**config.mk**
```make
export PLATFORM = sky130hd
export DESIGN_NAME = lfsr_seq_ctrl_flat
export DESIGN_NICKNAME = d
export VERILOG_FILES = /design/src/rtl/lfsr_pkg.sv /design/src/rtl/lfsr_seq_ctrl_if.sv /design/src/rtl/lfsr_next.sv /design/src/rtl/lfsr_seq_ctrl.sv /design/src/flat_wrapper.sv
export SDC_FILE = /design/constraint.sdc
export NUM_CORES = 1
export LEC_CHECK = 0
export ABC_CLOCK_PERIOD_IN_PS = 6200
export CORE_AREA = 4 4 112 167
export CTS_CLUSTER_DIAMETER = 50
export CTS_CLUSTER_SIZE = 16
export DETAILED_ROUTE_END_ITERATION = 6
export DIE_AREA = 0 0 116 171
export SYNTH_ARGS = -nofsm -noshare
export SYNTH_HDL_FRONTEND = slang
export SYNTH_HIERARCHICAL = 1
export SYNTH_SLANG_ARGS = --single-unit
```
**constraint.sdc**
```tcl
create_clock -name clk -period 6.2 [get_ports clk]
set_clock_uncertainty 0.1 [all_clocks]
set_input_delay 1.86 -clock clk [delete_from_list [all_inputs] [get_ports clk]]
set_output_delay 1.86 -clock clk [all_outputs]
set_load 0.02 [all_outputs]
```
**src/rtl/lfsr_pkg.sv**
```systemverilog
// lfsr_pkg: shared definitions for the LFSR sequence controller.
//   LFSR_W   - LFSR register width
//   TAP_MASK - feedback taps for x^16+x^14+x^13+x^11+1 (bits 15,13,12,10)
//   cmd_op_e - command opcodes carried on cmd_op
//   fsm_e    - controller FSM states
package lfsr_pkg;

  localparam int unsigned LFSR_W = 16;

  // Tap positions 15, 13, 12, 10 of the shift register
  localparam logic [LFSR_W-1:0] TAP_MASK = 16'b1011_0100_0000_0000;

  localparam logic [LFSR_W-1:0] LFSR_RESET_VAL = 16'h0001;

  typedef enum logic [1:0] {
    OP_LOAD = 2'b00,
    OP_STEP = 2'b01,
    OP_MEAS = 2'b10,
    OP_RSVD = 2'b11
  } cmd_op_e;

  typedef enum logic [1:0] {
    IDLE,
    RUN,
    MEAS,
    RESP
  } fsm_e;

endpackage

```
**src/rtl/lfsr_seq_ctrl_if.sv**
```systemverilog
// lfsr_seq_ctrl_if: command / response bus of the LFSR sequence controller.
//   cmd_valid/cmd_ready/cmd_op/cmd_data - command handshake
//   abort                               - cancel a running STEP/MEASURE
//   state                               - live LFSR register value
//   rsp_valid/rsp_ready/rsp_data/rsp_err - response handshake
// master = command issuer / response consumer, slave = controller.
interface lfsr_seq_ctrl_if
  import lfsr_pkg::*;
#(
  parameter int CNT_W = 17
);
  logic              cmd_valid;
  logic              cmd_ready;
  logic [1:0]        cmd_op;
  logic [LFSR_W-1:0] cmd_data;
  logic              abort;
  logic [LFSR_W-1:0] state;
  logic              rsp_valid;
  logic              rsp_ready;
  logic [CNT_W-1:0]  rsp_data;
  logic              rsp_err;

  modport master (
    output cmd_valid, cmd_op, cmd_data, abort, rsp_ready,
    input  cmd_ready, state, rsp_valid, rsp_data, rsp_err
  );

  modport slave (
    input  cmd_valid, cmd_op, cmd_data, abort, rsp_ready,
    output cmd_ready, state, rsp_valid, rsp_data, rsp_err
  );
endinterface

```
**src/rtl/lfsr_next.sv**
```systemverilog
// lfsr_next: combinational Fibonacci LFSR next-state function.
//   cur - current register value
//   nxt - value after one shift: {cur[14:0], parity of tapped bits}
module lfsr_next
  import lfsr_pkg::*;
(
  input  logic [LFSR_W-1:0] cur,
  output logic [LFSR_W-1:0] nxt
);
  assign nxt = {cur[LFSR_W-2:0], ^(cur & TAP_MASK)};
endmodule

```
**src/rtl/lfsr_seq_ctrl.sv**
```systemverilog
// lfsr_seq_ctrl: command-driven 16-bit LFSR controller.
//   clk   - single clock, rising edge
//   reset - synchronous, active-low
//   bus   - slave side of lfsr_seq_ctrl_if (commands, abort, live state,
//           response with step count / measured period and error flag)
// Commands: LOAD seed, STEP n, MEASURE period (bounded by TIMEOUT).
// Each accepted command yields exactly one response unless reset intervenes.
module lfsr_seq_ctrl
  import lfsr_pkg::*;
#(
  parameter int TIMEOUT = 65536,
  parameter int CNT_W   = 17
) (
  input  logic            clk,
  input  logic            reset,
  lfsr_seq_ctrl_if.slave  bus
);

  localparam logic [CNT_W-1:0] TO_CNT = CNT_W'(TIMEOUT);

  fsm_e              fsm;
  logic [LFSR_W-1:0] lfsr;
  logic [LFSR_W-1:0] lfsr_nxt;
  logic [LFSR_W-1:0] start;
  logic [LFSR_W-1:0] left;
  logic [CNT_W-1:0]  cnt;
  logic [CNT_W-1:0]  cnt_inc;
  logic              rsp_valid_q;
  logic [CNT_W-1:0]  rsp_data_q;
  logic              rsp_err_q;

  lfsr_next u_next (
    .cur (lfsr),
    .nxt (lfsr_nxt)
  );

  assign cnt_inc       = cnt + CNT_W'(1);
  assign bus.cmd_ready = reset && (fsm == IDLE);
  assign bus.state     = lfsr;
  assign bus.rsp_valid = rsp_valid_q;
  assign bus.rsp_data  = rsp_data_q;
  assign bus.rsp_err   = rsp_err_q;

  // cnt counts advances done (reported on abort / completion);
  // left counts advances still owed by a STEP.
  always_ff @(posedge clk) begin
    if (!reset) begin
      fsm         <= IDLE;
      lfsr        <= LFSR_RESET_VAL;
      start       <= '0;
      left        <= '0;
      cnt         <= '0;
      rsp_valid_q <= 1'b0;
      rsp_data_q  <= '0;
      rsp_err_q   <= 1'b0;
    end else begin
      unique case (fsm)
        IDLE: begin
          if (bus.cmd_valid) begin
            cnt <= '0;
            unique case (cmd_op_e'(bus.cmd_op))
              OP_LOAD: begin
                lfsr        <= bus.cmd_data;
                fsm         <= RESP;
                rsp_valid_q <= 1'b1;
                rsp_data_q  <= '0;
                rsp_err_q   <= (bus.cmd_data == '0);
              end
              OP_STEP: begin
                if (bus.cmd_data == '0) begin
                  fsm         <= RESP;
                  rsp_valid_q <= 1'b1;
                  rsp_data_q  <= '0;
                  rsp_err_q   <= 1'b0;
                end else begin
                  left <= bus.cmd_data;
                  fsm  <= RUN;
                end
              end
              OP_MEAS: begin
                start <= lfsr;
                if (lfsr == '0) begin
                  fsm         <= RESP;
                  rsp_valid_q <= 1'b1;
                  rsp_data_q  <= '0;
                  rsp_err_q   <= 1'b1;
                end else begin
                  fsm <= MEAS;
                end
              end
              default: begin
                fsm         <= RESP;
                rsp_valid_q <= 1'b1;
                rsp_data_q  <= '0;
                rsp_err_q   <= 1'b1;
              end
            endcase
          end
        end

        RUN: begin
          // abort takes priority over the step, including the final one
          if (bus.abort) begin
            fsm         <= RESP;
            rsp_valid_q <= 1'b1;
            rsp_data_q  <= cnt;
            rsp_err_q   <= 1'b1;
          end else begin
            lfsr <= lfsr_nxt;
            cnt  <= cnt_inc;
            left <= left - 16'd1;
            if (left == 16'd1) begin
              fsm         <= RESP;
              rsp_valid_q <= 1'b1;
              rsp_data_q  <= cnt_inc;
              rsp_err_q   <= 1'b0;
            end
          end
        end

        MEAS: begin
          if (bus.abort) begin
            fsm         <= RESP;
            rsp_valid_q <= 1'b1;
            rsp_data_q  <= cnt;
            rsp_err_q   <= 1'b1;
          end else begin
            lfsr <= lfsr_nxt;
            cnt  <= cnt_inc;
            // a repeat on the same cycle as the timeout still counts as a period
            if (lfsr_nxt == start) begin
              fsm         <= RESP;
              rsp_valid_q <= 1'b1;
              rsp_data_q  <= cnt_inc;
              rsp_err_q   <= 1'b0;
            end else if (cnt_inc == TO_CNT) begin
              fsm         <= RESP;
              rsp_valid_q <= 1'b1;
              rsp_data_q  <= TO_CNT;
              rsp_err_q   <= 1'b1;
            end
          end
        end

        RESP: begin
          if (bus.rsp_ready) begin
            fsm         <= IDLE;
            rsp_valid_q <= 1'b0;
          end
        end

        default: fsm <= IDLE;
      endcase
    end
  end

endmodule
```
**src/flat_wrapper.sv**
```systemverilog
// flat-port wrapper written by rule: the top's interface ports become plain ports
module lfsr_seq_ctrl_flat import lfsr_pkg::*;
#(
  parameter int TIMEOUT = 65536,
  parameter int CNT_W   = 17
)
  (clk, reset, bus_cmd_valid, bus_cmd_op, bus_cmd_data, bus_abort, bus_rsp_ready, bus_cmd_ready, bus_state, bus_rsp_valid, bus_rsp_data, bus_rsp_err);
  lfsr_seq_ctrl_if #(.CNT_W(CNT_W)) bus_i ();
  input  logic clk;
  input  logic reset;
  input wire logic [$bits(bus_i.cmd_valid)-1:0] bus_cmd_valid;
  input wire logic [$bits(bus_i.cmd_op)-1:0] bus_cmd_op;
  input wire logic [$bits(bus_i.cmd_data)-1:0] bus_cmd_data;
  input wire logic [$bits(bus_i.abort)-1:0] bus_abort;
  input wire logic [$bits(bus_i.rsp_ready)-1:0] bus_rsp_ready;
  output wire logic [$bits(bus_i.cmd_ready)-1:0] bus_cmd_ready;
  output wire logic [$bits(bus_i.state)-1:0] bus_state;
  output wire logic [$bits(bus_i.rsp_valid)-1:0] bus_rsp_valid;
  output wire logic [$bits(bus_i.rsp_data)-1:0] bus_rsp_data;
  output wire logic [$bits(bus_i.rsp_err)-1:0] bus_rsp_err;
  assign bus_i.cmd_valid = bus_cmd_valid;
  assign bus_i.cmd_op = bus_cmd_op;
  assign bus_i.cmd_data = bus_cmd_data;
  assign bus_i.abort = bus_abort;
  assign bus_i.rsp_ready = bus_rsp_ready;
  assign bus_cmd_ready = bus_i.cmd_ready;
  assign bus_state = bus_i.state;
  assign bus_rsp_valid = bus_i.rsp_valid;
  assign bus_rsp_data = bus_i.rsp_data;
  assign bus_rsp_err = bus_i.rsp_err;
  lfsr_seq_ctrl #(.TIMEOUT(TIMEOUT), .CNT_W(CNT_W)) u_core (.clk(clk), .reset(reset), .bus(bus_i));
endmodule
```
### Word level (Yosys, flattened, before mapping)

Cells that the tools add are included.

| storage, ports and cells | value |
|---|---|
| word-level logic and storage cells | 98 |
| output and inout port bits | 36 |
| bits of input ports | 23 |
| register bits after elaboration | 86 |

| cells by class | value |
|---|---|
| equal/unequal tests | 19 |
| mux-type cells | 52 |
| add/sub/neg operators | 2 |
| reductions and logical operators | 17 |

Operators with widths:

| cell | count |
|---|---|
| 17-bit 2-to-1 mux | 10 |
| 16-bit 2-to-1 mux | 7 |
| 17-bit case mux with 2 select lines | 2 |
| 16-bit case mux with 2 select lines | 2 |
| 17-bit case mux with 3 select lines | 1 |
| 16-bit zero test | 2 |
| 17-bit by 1-bit adder with 17-bit output, second input constant | 1 |
| 17-bit == test, second input constant | 1 |
| 16-bit by 1-bit == test with 1-bit output, second input constant | 1 |
| 16-bit == test | 1 |
| 1-bit 2-to-1 mux | 16 |
| 2-bit 2-to-1 mux | 8 |
| 16-bit parity | 1 |
| 16-bit by 1-bit subtractor with 16-bit output, second input constant | 1 |
| 2-bit inequality test, second input constant | 7 |
| 6-bit AND reduction | 2 |
| 2-bit case mux with 4 select lines | 1 |
| 4-bit AND reduction | 2 |
| 2-bit == test, second input constant | 3 |
| 3-bit inequality test, second input constant | 2 |
| 1-bit case mux with 3 select lines | 2 |
| 3-bit AND reduction | 2 |
| 5-bit AND reduction | 1 |
| 2-bit by 1-bit == test with 1-bit output, second input constant | 2 |
| 10 further kinds | 12 |

### Longest topological paths before layout

Gate-level depths: netlist (run 1).

| logic depth | value |
|---|---|
| word-level depth | 6 |
| depth in mapped cells | 11 |

### Cells and area by module

The synthesis (run 1) kept the hierarchy.

By module, submodules not included:

| module | times used | area an instance (µm²) | seq. area each (µm²) | cells each |
|---|---|---|---|---|
| lfsr_seq_ctrl | 1 | 5099.9 | 1721.7 | 645 |
| lfsr_next | 1 | 138.9 | 0.0 | 18 |

### Worst setup path before layout (run 1)

Ideal clock, no wire load.

| timing | value |
|---|---|
| kind | input port to output port |
| start point | input port reset |
| end point | output port bus_cmd_ready |
| slack | 1580 ps |
| path buffers | 2 |
| data arrival time | 2660 ps |
| required time | 4240 ps |
| stages on the path | 3 |
| path through | clkbuf_1 -> buf_1 -> and2_1 |

| between the ends | value |
|---|---|
| cells in the longest elaborated chain, start to end | 1 |

Ends and longest elaborated chain:

| what | line | source |
|---|---|---|
| start, declared | flat_wrapper.sv:10 | `input logic reset;` |
| 1-bit logical AND | lfsr_seq_ctrl.sv:38 | `assign bus.cmd_ready = reset && (fsm == IDLE);` |
| end, declared | flat_wrapper.sv:16 | `output wire logic [$bits(bus_i.cmd_ready)-1:0] bus_cmd_ready;` |

Every way passes these cells.

### Worst setup path in the final report (run 1)

Same ends and word-level chain as after synthesis.

==> results of run 1 <==
worst min-delay path by stage:
| stage | startpoint | endpoint | cells past startpoint |
|---|---|---|---|
| 3_3_place_gp | u_core/bus.rsp_data[12]$_SDFFE_PN0P_ | u_core/bus.rsp_data[12]$_SDFFE_PN0P_ | 2 |
| 6_report | u_core/bus.rsp_data[12]$_SDFFE_PN0P_ | u_core/bus.rsp_data[12]$_SDFFE_PN0P_ | 2 |
| 2_1_floorplan | u_core/start[0]$_SDFFE_PN0P_ | u_core/start[0]$_SDFFE_PN0P_ | 2 |
| 5_1_grt | u_core/bus.rsp_data[12]$_SDFFE_PN0P_ | u_core/bus.rsp_data[12]$_SDFFE_PN0P_ | 2 |
| 4_1_cts | u_core/bus.rsp_data[12]$_SDFFE_PN0P_ | u_core/bus.rsp_data[12]$_SDFFE_PN0P_ | 2 |
| 3_5_place_dp | u_core/bus.rsp_data[12]$_SDFFE_PN0P_ | u_core/bus.rsp_data[12]$_SDFFE_PN0P_ | 2 |
stage by stage:
stage | util | total power, mW | worst slack (ps)
after floorplan | - | 1.75 | 1580
after CTS | 0.349 | 2.57 | 1530
final | 0.349 | 2.56 | 1540
after global placement | 0.332 | 2.03 | 1520
after detailed placement | 0.332 | 2.04 | 1530
after global routing | 0.349 | 2.72 | 1520
registers in the layout, summed over array words and instances, names as in the netlist:
signal,flops
u_core/bus.state,16
u_core/bus.rsp_valid,1
u_core/bus.rsp_data,17
u_core/fsm,2
u_core/bus.rsp_err,1
u_core/cnt,17
u_core/start,16
u_core/left,16
synthesized netlist by cell type, drive strengths merged (14+ instances only):
cell type	instances
nand2	102
dfxtp	86
nor2	62
a21oi	52
clkbuf	38
mux2i	36
xor2	26
buf	25
nand4	23
o21ai	22
a211oi	21
nor4	20
inv	17
xnor2	14
kinds of logic (layout without fill, tap and decap cells):
kind of cell | count (synthesis) | count (layout)
simple gates | 270 | 270
compound gates | 137 | 137
flops | 86 | 86
buf+inv | 81 | 97
xor+xnor | 40 | 40
mux | 38 | 38
fa+ha+maj | 11 | 11
area by class of cell:
type	instances	area, um2	share of cell area
clock inverter	7	57.6	0.00956
sequential	86	1720	0.286
timing repair buffer	64	621	0.103
inverter	17	63.8	0.0106
clock buffer	9	225	0.0374
multi-input combinational	496	3070	0.509
tap	213	267	0.0442
layer usage:
layer  part of all wire  vias up  GRT usage  routed length [um]
met5                  0        -          0                   0
met4              0.017        0     0.0500                 243
met3              0.043       16     0.0255                 612
met2               0.52      102      0.260                7400
met1               0.42     2258      0.171                6090
li1                   -     2371          -                   -
critical path, cell delays in order:
cell and delay (ps):
buf_2 100, and2_1 140, clkdlybuf4s50_1 600
power by group through the flow:
| stage | Clock, mW | Sequential, mW | Combinational (mW) |
|---|---|---|---|
| after floorplan | 0 | 0.847 | 0.901 |
| after global placement | 0 | 0.846 | 1.19 |
| after detailed placement | 0 | 0.844 | 1.20 |
| after CTS | 0.538 | 0.834 | 1.20 |
| after global routing | 0.555 | 0.852 | 1.32 |
| final | 0.526 | 0.834 | 1.20 |
==> report_table.html, run 1 <==
<table>
<tr><th>Metric</th><th>Value</th></tr>
<tr><th colspan="2">GRT</th></tr>
<tr><td>Antenna violations before repair</td><td>0</td></tr>
<tr><td>Maximum number of pins on one net before global-route repair</td><td>49</td></tr>
<tr><td>All-Layer GR Usage</td><td>0.145</td></tr>
<tr><td>Wire length of the first global-routing pass</td><td>approximately 23 mm</td></tr>
<tr><td>Number of global-route vias before repair</td><td>around 4.5k</td></tr>
<tr><td>Sum of overflow across all layers after global routing</td><td>0</td></tr>
<tr><th colspan="2">Power</th></tr>
<tr><td>Combinational power share</td><td>0.468</td></tr>
<tr><td>Peak VDD IR</td><td>0.269 mV</td></tr>
<tr><td>P per Cell Area</td><td>425 nW/um2</td></tr>
<tr><td>Net switching fraction of the power</td><td>0.444</td></tr>
<tr><td>Cell-internal power</td><td>1.42 mW</td></tr>
<tr><td>Leak Pwr</td><td>2.27 nW</td></tr>
<tr><td>Power dissipated by switching net loads</td><td>about 1.1 mW</td></tr>
<tr><td>Clock power share</td><td>0.206</td></tr>
<tr><td>Sequential Power Share</td><td>0.326</td></tr>
<tr><th colspan="2">Clocking</th></tr>
<tr><td>Clock Root Buffer</td><td>clkbuf_16</td></tr>
<tr><td>Longest Clk Path Bufs</td><td>2</td></tr>
<tr><td>Clock slew at reported path FFs</td><td>60 ps</td></tr>
<tr><td>H-Tree Level Count</td><td>3</td></tr>
<tr><td>Number of setup buffers added after CTS</td><td>0</td></tr>
<tr><td>Num CTS Buffers</td><td>9</td></tr>
<tr><td>CTS hold repair buffers</td><td>0</td></tr>
<tr><td>Source-to-sink clock delay at the later pin of the worst-skew pair</td><td>350 ps</td></tr>
<tr><td>Clock sinks</td><td>86</td></tr>
<tr><td>TritonCTS clock tree</td><td>done</td></tr>
<tr><td>Number of resized instances in the post-cts repair step</td><td>0</td></tr>
<tr><th colspan="2">Synth</th></tr>
<tr><td>Synth unique cells</td><td>62</td></tr>
<tr><td>Cells after synthesis</td><td>approximately 660</td></tr>
<tr><td>Simple-Gate Fraction of Synth Area</td><td>0.247</td></tr>
<tr><td>Top area cells in the synthesized netlist</td><td>dfxtp_1 33%, nand2_1 7.3%, mux2i_1 6.9%, a21oi_1 5.0%, nor2_1 4.4%</td></tr>
<tr><td>Post-synthesis compound-gate area fraction</td><td>0.171</td></tr>
<tr><td>Syn nets</td><td>~700</td></tr>
<tr><td>Dominant synthesized flop cell</td><td>dfxtp_1</td></tr>
<tr><td>Area share of the largest cell type after synthesis</td><td>0.329</td></tr>
<tr><td>Syn. warnings</td><td>6</td></tr>
<tr><td>Multiplexer share of the synthesized area</td><td>0.0731</td></tr>
<tr><td>Largest family of logic cells by synthesized area</td><td>simple AND/OR/NAND/NOR gates</td></tr>
<tr><td>Area of the mapped netlist</td><td>5240 um2</td></tr>
<tr><td>Synthesized area divided by synthesized cell count</td><td>roughly 8 um2</td></tr>
<tr><td>Share of flip-flops with an asynchronous set or reset after synthesis</td><td>0</td></tr>
<tr><td>Cell accounting for the most synthesized area</td><td>dfxtp_1</td></tr>
<tr><td>Number of enable flip-flop cells after synthesis</td><td>0</td></tr>
<tr><td>Seq/Total Area, Yosys</td><td>0.329</td></tr>
<tr><td>Share of synthesized cell area in full adder, half adder and majority cells</td><td>0.0263</td></tr>
<tr><td>Yosys reg bits</td><td>86</td></tr>
<tr><td>Synth Area in XOR/XNOR</td><td>0.0669</td></tr>
<tr><th colspan="2">Critical path</th></tr>
<tr><td>Start-to-end type of the worst setup path</td><td>in -&gt; out</td></tr>
<tr><td>Reg2reg start</td><td>u_core/cnt[2]$_SDFFE_PN0P_</td></tr>
<tr><td>Flop2flop setup slack</td><td>2630 ps</td></tr>
<tr><td>Startpoint of the worst setup timing path</td><td>reset</td></tr>
<tr><td>Crit path required time</td><td>4240 ps</td></tr>
<tr><td>Cell depth of the worst flop-to-flop path</td><td>7</td></tr>
<tr><td>Startpoint types</td><td>input port</td></tr>
<tr><td>Arrival time of the worst setup path</td><td>2700 ps</td></tr>
<tr><td>Worst reg2reg endpoint</td><td>u_core/bus.rsp_err$_SDFFE_PN0P_</td></tr>
<tr><td>Crit path max fanout</td><td>2</td></tr>
<tr><td>Nature of the critical path endpoint</td><td>output port</td></tr>
<tr><td>Critical path endpoint</td><td>bus_cmd_ready</td></tr>
<tr><th colspan="2">Timing</th></tr>
<tr><td>Accumulated negative setup slack</td><td>0 ps</td></tr>
<tr><td>Highest attainable clock frequency</td><td>0.215 GHz</td></tr>
<tr><td>Max_slew headroom</td><td>0.447</td></tr>
<tr><td>Count of endpoints failing hold in the final timing report</td><td>0</td></tr>
<tr><td>Final worst path period need</td><td>4660 ps</td></tr>
<tr><td>Worst-case hold slack</td><td>359 ps</td></tr>
<tr><td>Part of the cycle the worst path needs</td><td>0.752</td></tr>
<tr><td>Unrepaired setup endpoints after global routing</td><td>no</td></tr>
<tr><td>Final Slew Violations</td><td>0</td></tr>
<tr><td>Final setup violation count</td><td>0</td></tr>
<tr><td>Slew at the pin closest to its max-slew limit</td><td>823 ps</td></tr>
<tr><th colspan="2">Route</th></tr>
<tr><td>Initial DRT Pass Iterations</td><td>4</td></tr>
<tr><td>Final Routed Wirelength</td><td>14.4 mm</td></tr>
<tr><td>Initial DRC count</td><td>198</td></tr>
<tr><td>Number of vias per cell after detailed routing</td><td>5.32</td></tr>
<tr><td>DRC violations left</td><td>0</td></tr>
<tr><td>Total number of vias</td><td>4747</td></tr>
<tr><td>Count of nets left with antenna violations after detail routing</td><td>0</td></tr>
<tr><td>WL per Instance</td><td>16.1 um</td></tr>
<tr><th colspan="2">Die</th></tr>
<tr><td>I/O Pins</td><td>59</td></tr>
<tr><td>X dimension of the die</td><td>116 um</td></tr>
<tr><td>Area of the core</td><td>~17000 um2</td></tr>
<tr><td>Row count</td><td>59</td></tr>
<tr><td>Die height</td><td>about 170 um</td></tr>
<tr><td>Effective utilization at floorplan</td><td>0.303</td></tr>
<tr><td>Floorplan die area</td><td>19800 um2</td></tr>
<tr><th colspan="2">Layout</th></tr>
<tr><td>Antenna diode count</td><td>0</td></tr>
<tr><td>Post-layout net count</td><td>708</td></tr>
<tr><td>Highest-count cells in the layout ignoring fill and taps</td><td>102 x nand2_1, 86 x dfxtp_1, 62 x nor2_1, 57 x clkdlybuf4s50_1, 51 x a21oi_1</td></tr>
<tr><td>Final design instance area without fill</td><td>6020 um2</td></tr>
<tr><td>Share of cells above drive strength 1</td><td>0.0751</td></tr>
<tr><td>Area growth from synthesis to layout</td><td>15.0%</td></tr>
<tr><td>Fillers</td><td>1863</td></tr>
<tr><td>Most common cell after layout, fill and taps aside</td><td>nand2_1</td></tr>
<tr><td>Final Non-Filler Cells</td><td>between 800 and 900</td></tr>
<tr><th colspan="2">Place</th></tr>
<tr><td>GP Congestion</td><td>0.837</td></tr>
<tr><td>Number of placed instances, taps included</td><td>876</td></tr>
<tr><td>HPWL Detailed</td><td>10.2 mm</td></tr>
<tr><td>Cell Area, Placed</td><td>5740 um2</td></tr>
<tr><td>PortBufs</td><td>58</td></tr>
<tr><th colspan="2">Run</th></tr>
<tr><td>Max-capacitance violation count</td><td>0</td></tr>
<tr><th colspan="2">Min path</th></tr>
<tr><td>Class of the most critical hold timing path</td><td>reg -&gt; reg</td></tr>
<tr><th colspan="2">Status</th></tr>
<tr><td>Run status</td><td>finished clean</td></tr>
</table>
(Power assumes the default switching activity.)
==> run 2: changes to the inputs <==
--- a/config.mk
+++ b/config.mk
@@ -5,7 +5,7 @@
 export SDC_FILE = /design/constraint.sdc
 export NUM_CORES = 1
 export LEC_CHECK = 0
-export ABC_CLOCK_PERIOD_IN_PS = 6200
+export ABC_CLOCK_PERIOD_IN_PS = 4300
 export CORE_AREA = 4 4 112 167
 export CTS_CLUSTER_DIAMETER = 50
 export CTS_CLUSTER_SIZE = 16
==> constraint.sdc (replaced) <==
create_clock -name clk -period 4.3 [get_ports clk]
set_clock_uncertainty 0.1 [all_clocks]
set_input_delay 1.29 -clock clk [delete_from_list [all_inputs] [get_ports clk]]
set_output_delay 1.29 -clock clk [all_outputs]
set_load 0.02 [all_outputs]
==> run 2 against run 1 <==
  * Sequential share of layout area shrank 0.43 points
  * Final area grew 1.5%
  * Total power grew 48%
  * Die area stayed put
  * Via count increased by 0.80%
  * Global-route usage rose by 0.097 points
  * Critical path type unchanged
  * Critical endpoint unchanged
==> report_table.html, run 2 (synthesis gave the netlist of run 1 again) <==
<table>
<tr><th>Metric</th><th>Value</th></tr>
<tr><th colspan="2">Status</th></tr>
<tr><td>Run status</td><td>finished clean</td></tr>
<tr><th colspan="2">Layout</th></tr>
<tr><td>FF/Latch Area</td><td>1720 um2 (unchanged)</td></tr>
<tr><td>Antenna diode count</td><td>0 (unchanged)</td></tr>
<tr><td>Share of cells above drive strength 1</td><td>0.0872 (+0.0121)</td></tr>
<tr><td>Post-layout net count</td><td>717 (+1.3%)</td></tr>
<tr><td>Fillers</td><td>1857 (-0.32%)</td></tr>
<tr><td>Multi-input gate area in the final layout</td><td>3070 um2 (unchanged)</td></tr>
<tr><td>Most common cell after layout, fill and taps aside</td><td>nand2_1</td></tr>
<tr><td>Post-Route Utilization</td><td>0.354 (+0.00529)</td></tr>
<tr><td>Area growth from synthesis to layout</td><td>16.7%</td></tr>
<tr><td>Highest-count cells in the layout ignoring fill and taps</td><td>102 x nand2_1, 86 x dfxtp_1, 62 x nor2_1, 57 x clkdlybuf4s50_1, 51 x a21oi_1</td></tr>
<tr><td>Final design instance area without fill</td><td>6110 um2 (+1.5%)</td></tr>
<tr><th colspan="2">Power</th></tr>
<tr><td>P per Cell Area</td><td>619 nW/um2 (+46%)</td></tr>
<tr><td>Leak Pwr</td><td>2.32 nW (+2.2%)</td></tr>
<tr><td>Peak VDD IR</td><td>0.389 mV (+44%)</td></tr>
<tr><th colspan="2">Die</th></tr>
<tr><td>Die height</td><td>171 um (unchanged)</td></tr>
<tr><td>Floorplan die area</td><td>19800 um2 (unchanged)</td></tr>
<tr><td>Area of the core</td><td>17300 um2 (unchanged)</td></tr>
<tr><td>I/O Pins</td><td>59 (unchanged)</td></tr>
<tr><td>Effective utilization at floorplan</td><td>0.303 (unchanged)</td></tr>
<tr><td>Row count</td><td>59 (unchanged)</td></tr>
<tr><td>X dimension of the die</td><td>116 um (unchanged)</td></tr>
<tr><th colspan="2">Critical path</th></tr>
<tr><td>Cell breakdown of the critical path</td><td>buf_2 -&gt; and2_1 -&gt; clkdlybuf4s50_1</td></tr>
<tr><td>Maximum single-stage delay on the critical path</td><td>610 ps (about the same)</td></tr>
<tr><td>Startpoint types</td><td>input port</td></tr>
<tr><td>Cell depth of the worst flop-to-flop path</td><td>8 (+1)</td></tr>
<tr><td>Crit path required time</td><td>2910 ps (-1330 ps)</td></tr>
<tr><td>Crit path max fanout</td><td>2 (unchanged)</td></tr>
<tr><td>Arrival time of the worst setup path</td><td>2170 ps (-530 ps)</td></tr>
<tr><td>Nature of the critical path endpoint</td><td>output port</td></tr>
<tr><td>Start-to-end type of the worst setup path</td><td>in -&gt; out</td></tr>
<tr><td>Critical path buffers and inverters</td><td>2 (unchanged)</td></tr>
<tr><td>Reg2reg start</td><td>u_core/cnt[3]$_SDFFE_PN0P_</td></tr>
<tr><td>Flop2flop setup slack</td><td>1310 ps (-1320 ps)</td></tr>
<tr><td>Slowest-stage cell, CP</td><td>clkdlybuf4s50_1</td></tr>
<tr><td>Worst reg2reg endpoint</td><td>u_core/bus.rsp_err$_SDFFE_PN0P_</td></tr>
<tr><td>Levels on crit path</td><td>3 (unchanged)</td></tr>
<tr><td>Largest delay contributor family on the critical path</td><td>buffers and inverters</td></tr>
<tr><th colspan="2">Timing</th></tr>
<tr><td>Final setup violation count</td><td>0 (unchanged)</td></tr>
<tr><td>Max_slew headroom</td><td>0.494 (+0.0467)</td></tr>
<tr><td>Final worst path period need</td><td>approximately 3600 ps</td></tr>
<tr><td>Part of the cycle the worst path needs</td><td>0.827</td></tr>
<tr><td>Highest attainable clock frequency</td><td>0.281 GHz</td></tr>
<tr><td>Final Slew Violations</td><td>0 (unchanged)</td></tr>
<tr><td>Accumulated negative setup slack</td><td>0 ps (unchanged)</td></tr>
<tr><td>Worst-case hold slack</td><td>359 ps (+0.0790 ps)</td></tr>
<tr><td>Unrepaired setup endpoints after global routing</td><td>no</td></tr>
<tr><td>Slew at the pin closest to its max-slew limit</td><td>753 ps (-69.6 ps)</td></tr>
<tr><td>Worst path setup slack after routing</td><td>743 ps (-797 ps)</td></tr>
<tr><td>Count of endpoints failing hold in the final timing report</td><td>0 (unchanged)</td></tr>
<tr><th colspan="2">GRT</th></tr>
<tr><td>Antenna violations before repair</td><td>0 (unchanged)</td></tr>
<tr><td>Top Usage Layer GRT</td><td>met2</td></tr>
<tr><td>Sum of overflow across all layers after global routing</td><td>0 (unchanged)</td></tr>
<tr><td>Met1 GRT Util</td><td>0.175 (+0.00406)</td></tr>
<tr><td>Maximum number of pins on one net before global-route repair</td><td>49 (unchanged)</td></tr>
<tr><td>Number of global-route vias before repair</td><td>4548 (+2.0%)</td></tr>
<tr><td>GR Layer Usage met3</td><td>0.0258 (+0.000354)</td></tr>
<tr><td>All-Layer GR Usage</td><td>0.146 (+0.000974)</td></tr>
<tr><td>Met2 Usage GRT</td><td>0.260 (about the same)</td></tr>
<tr><td>Wire length of the first global-routing pass</td><td>23.4 mm (+2.3%)</td></tr>
<tr><th colspan="2">Route</th></tr>
<tr><td>Final Routed Wirelength</td><td>14.4 mm (+0.34%)</td></tr>
<tr><td>WL per Instance</td><td>16.0 um (-0.66%)</td></tr>
<tr><td>Initial DRT Pass Iterations</td><td>4 (unchanged)</td></tr>
<tr><td>DRC violations left</td><td>0 (unchanged)</td></tr>
<tr><td>Count of nets left with antenna violations after detail routing</td><td>0 (unchanged)</td></tr>
<tr><td>Number of vias per cell after detailed routing</td><td>5.31 (-0.21%)</td></tr>
<tr><td>Initial DRC count</td><td>254 (+28%)</td></tr>
<tr><td>Total number of vias</td><td>4785 (+0.80%)</td></tr>
<tr><th colspan="2">Clocking</th></tr>
<tr><td>TritonCTS clock tree</td><td>done</td></tr>
<tr><td>H-Tree Level Count</td><td>3 (unchanged)</td></tr>
<tr><td>Num CTS Buffers</td><td>9 (unchanged)</td></tr>
<tr><td>Source-to-sink clock delay at the later pin of the worst-skew pair</td><td>340 ps (about the same)</td></tr>
<tr><td>CTS hold repair buffers</td><td>0 (unchanged)</td></tr>
<tr><td>Number of setup buffers added after CTS</td><td>0 (unchanged)</td></tr>
<tr><td>Clock slew at reported path FFs</td><td>70 ps (about the same)</td></tr>
<tr><td>Clock sinks</td><td>86 (unchanged)</td></tr>
<tr><td>Clock Root Buffer</td><td>clkbuf_16</td></tr>
<tr><td>Number of resized instances in the post-cts repair step</td><td>0 (unchanged)</td></tr>
<tr><td>Longest Clk Path Bufs</td><td>2 (unchanged)</td></tr>
<tr><th colspan="2">Place</th></tr>
<tr><td>PortBufs</td><td>58 (unchanged)</td></tr>
<tr><td>Cell Area, Placed</td><td>5810 um2 (+1.2%)</td></tr>
<tr><td>Worst setup timing slack at the placement stage</td><td>641 ps (-891 ps)</td></tr>
<tr><td>HPWL Detailed</td><td>10.3 mm (+0.58%)</td></tr>
<tr><td>GP Congestion</td><td>0.832 (-0.66%)</td></tr>
<tr><th colspan="2">Min path</th></tr>
<tr><td>Hold path depth</td><td>2 (unchanged)</td></tr>
<tr><td>Min-Delay Startpoint</td><td>u_core/bus.rsp_data[14]$_SDFFE_PN0P_</td></tr>
<tr><td>Class of the most critical hold timing path</td><td>reg -&gt; reg</td></tr>
<tr><td>Destination of the worst hold path</td><td>u_core/bus.rsp_data[14]$_SDFFE_PN0P_</td></tr>
<tr><th colspan="2">Run</th></tr>
<tr><td>Max-capacitance violation count</td><td>0 (unchanged)</td></tr>
</table>
## run 2: changes by cell type in the layout (fill, tap and decap cells not counted), sizes merged
cell	delta
buf	+9
bufinv	+1
clkinv	-2
clkinvlp	+1
## run 2: power breakdown
part	switching, mW	internal, mW	total, mW
clock	0.348	0.458	0.805
sequential	0.263	0.954	1.22
combinational	1.04	0.722	1.76
total	1.65	2.13	3.79
## run 2: how the worst max path moves through the flow
stage               from                                   end  slack [ps]
3_3_place_gp   bus_abort  u_core/bus.rsp_data[13]$_SDFFE_PN0P_         690
3_5_place_dp   bus_abort  u_core/bus.rsp_data[11]$_SDFFE_PN0P_         640
2_1_floorplan      reset                         bus_cmd_ready         820
4_1_cts            reset                         bus_cmd_ready         730
6_report           reset                         bus_cmd_ready         740
5_1_grt            reset                         bus_cmd_ready         720
## run 2: metal layers
layer	vias to the layer above	wire, um	share of wire
met1	2270	6010	0.42
met2	114	7570	0.53
met5	-	0	0
met3	19	578	0.040
met4	0	252	0.017
li1	2382	-	-
## run 2: per-stage QoR
stage	cells	total power, mW
6_report	901	3.79
5_1_grt	901	4.05
4_1_cts	901	3.80
3_5_place_dp	885	2.99
3_3_place_gp	885	2.98
2_1_floorplan	663	2.52
## run 2: tightest hold or removal path: stages, from the launching register on
cell     delay, ps
dfxtp_1        310
nand2_1         50
mux2i_1         50
## run 2: layout make-up
class,instances,area share
Clock inverter,7,0.0133
Sequential cell,86,0.282
Clock buffer,9,0.0368
Multi-Input combinational cell,496,0.502
Inverter,17,0.0104
Tap cell,213,0.0436
Timing Repair Buffer,73,0.113
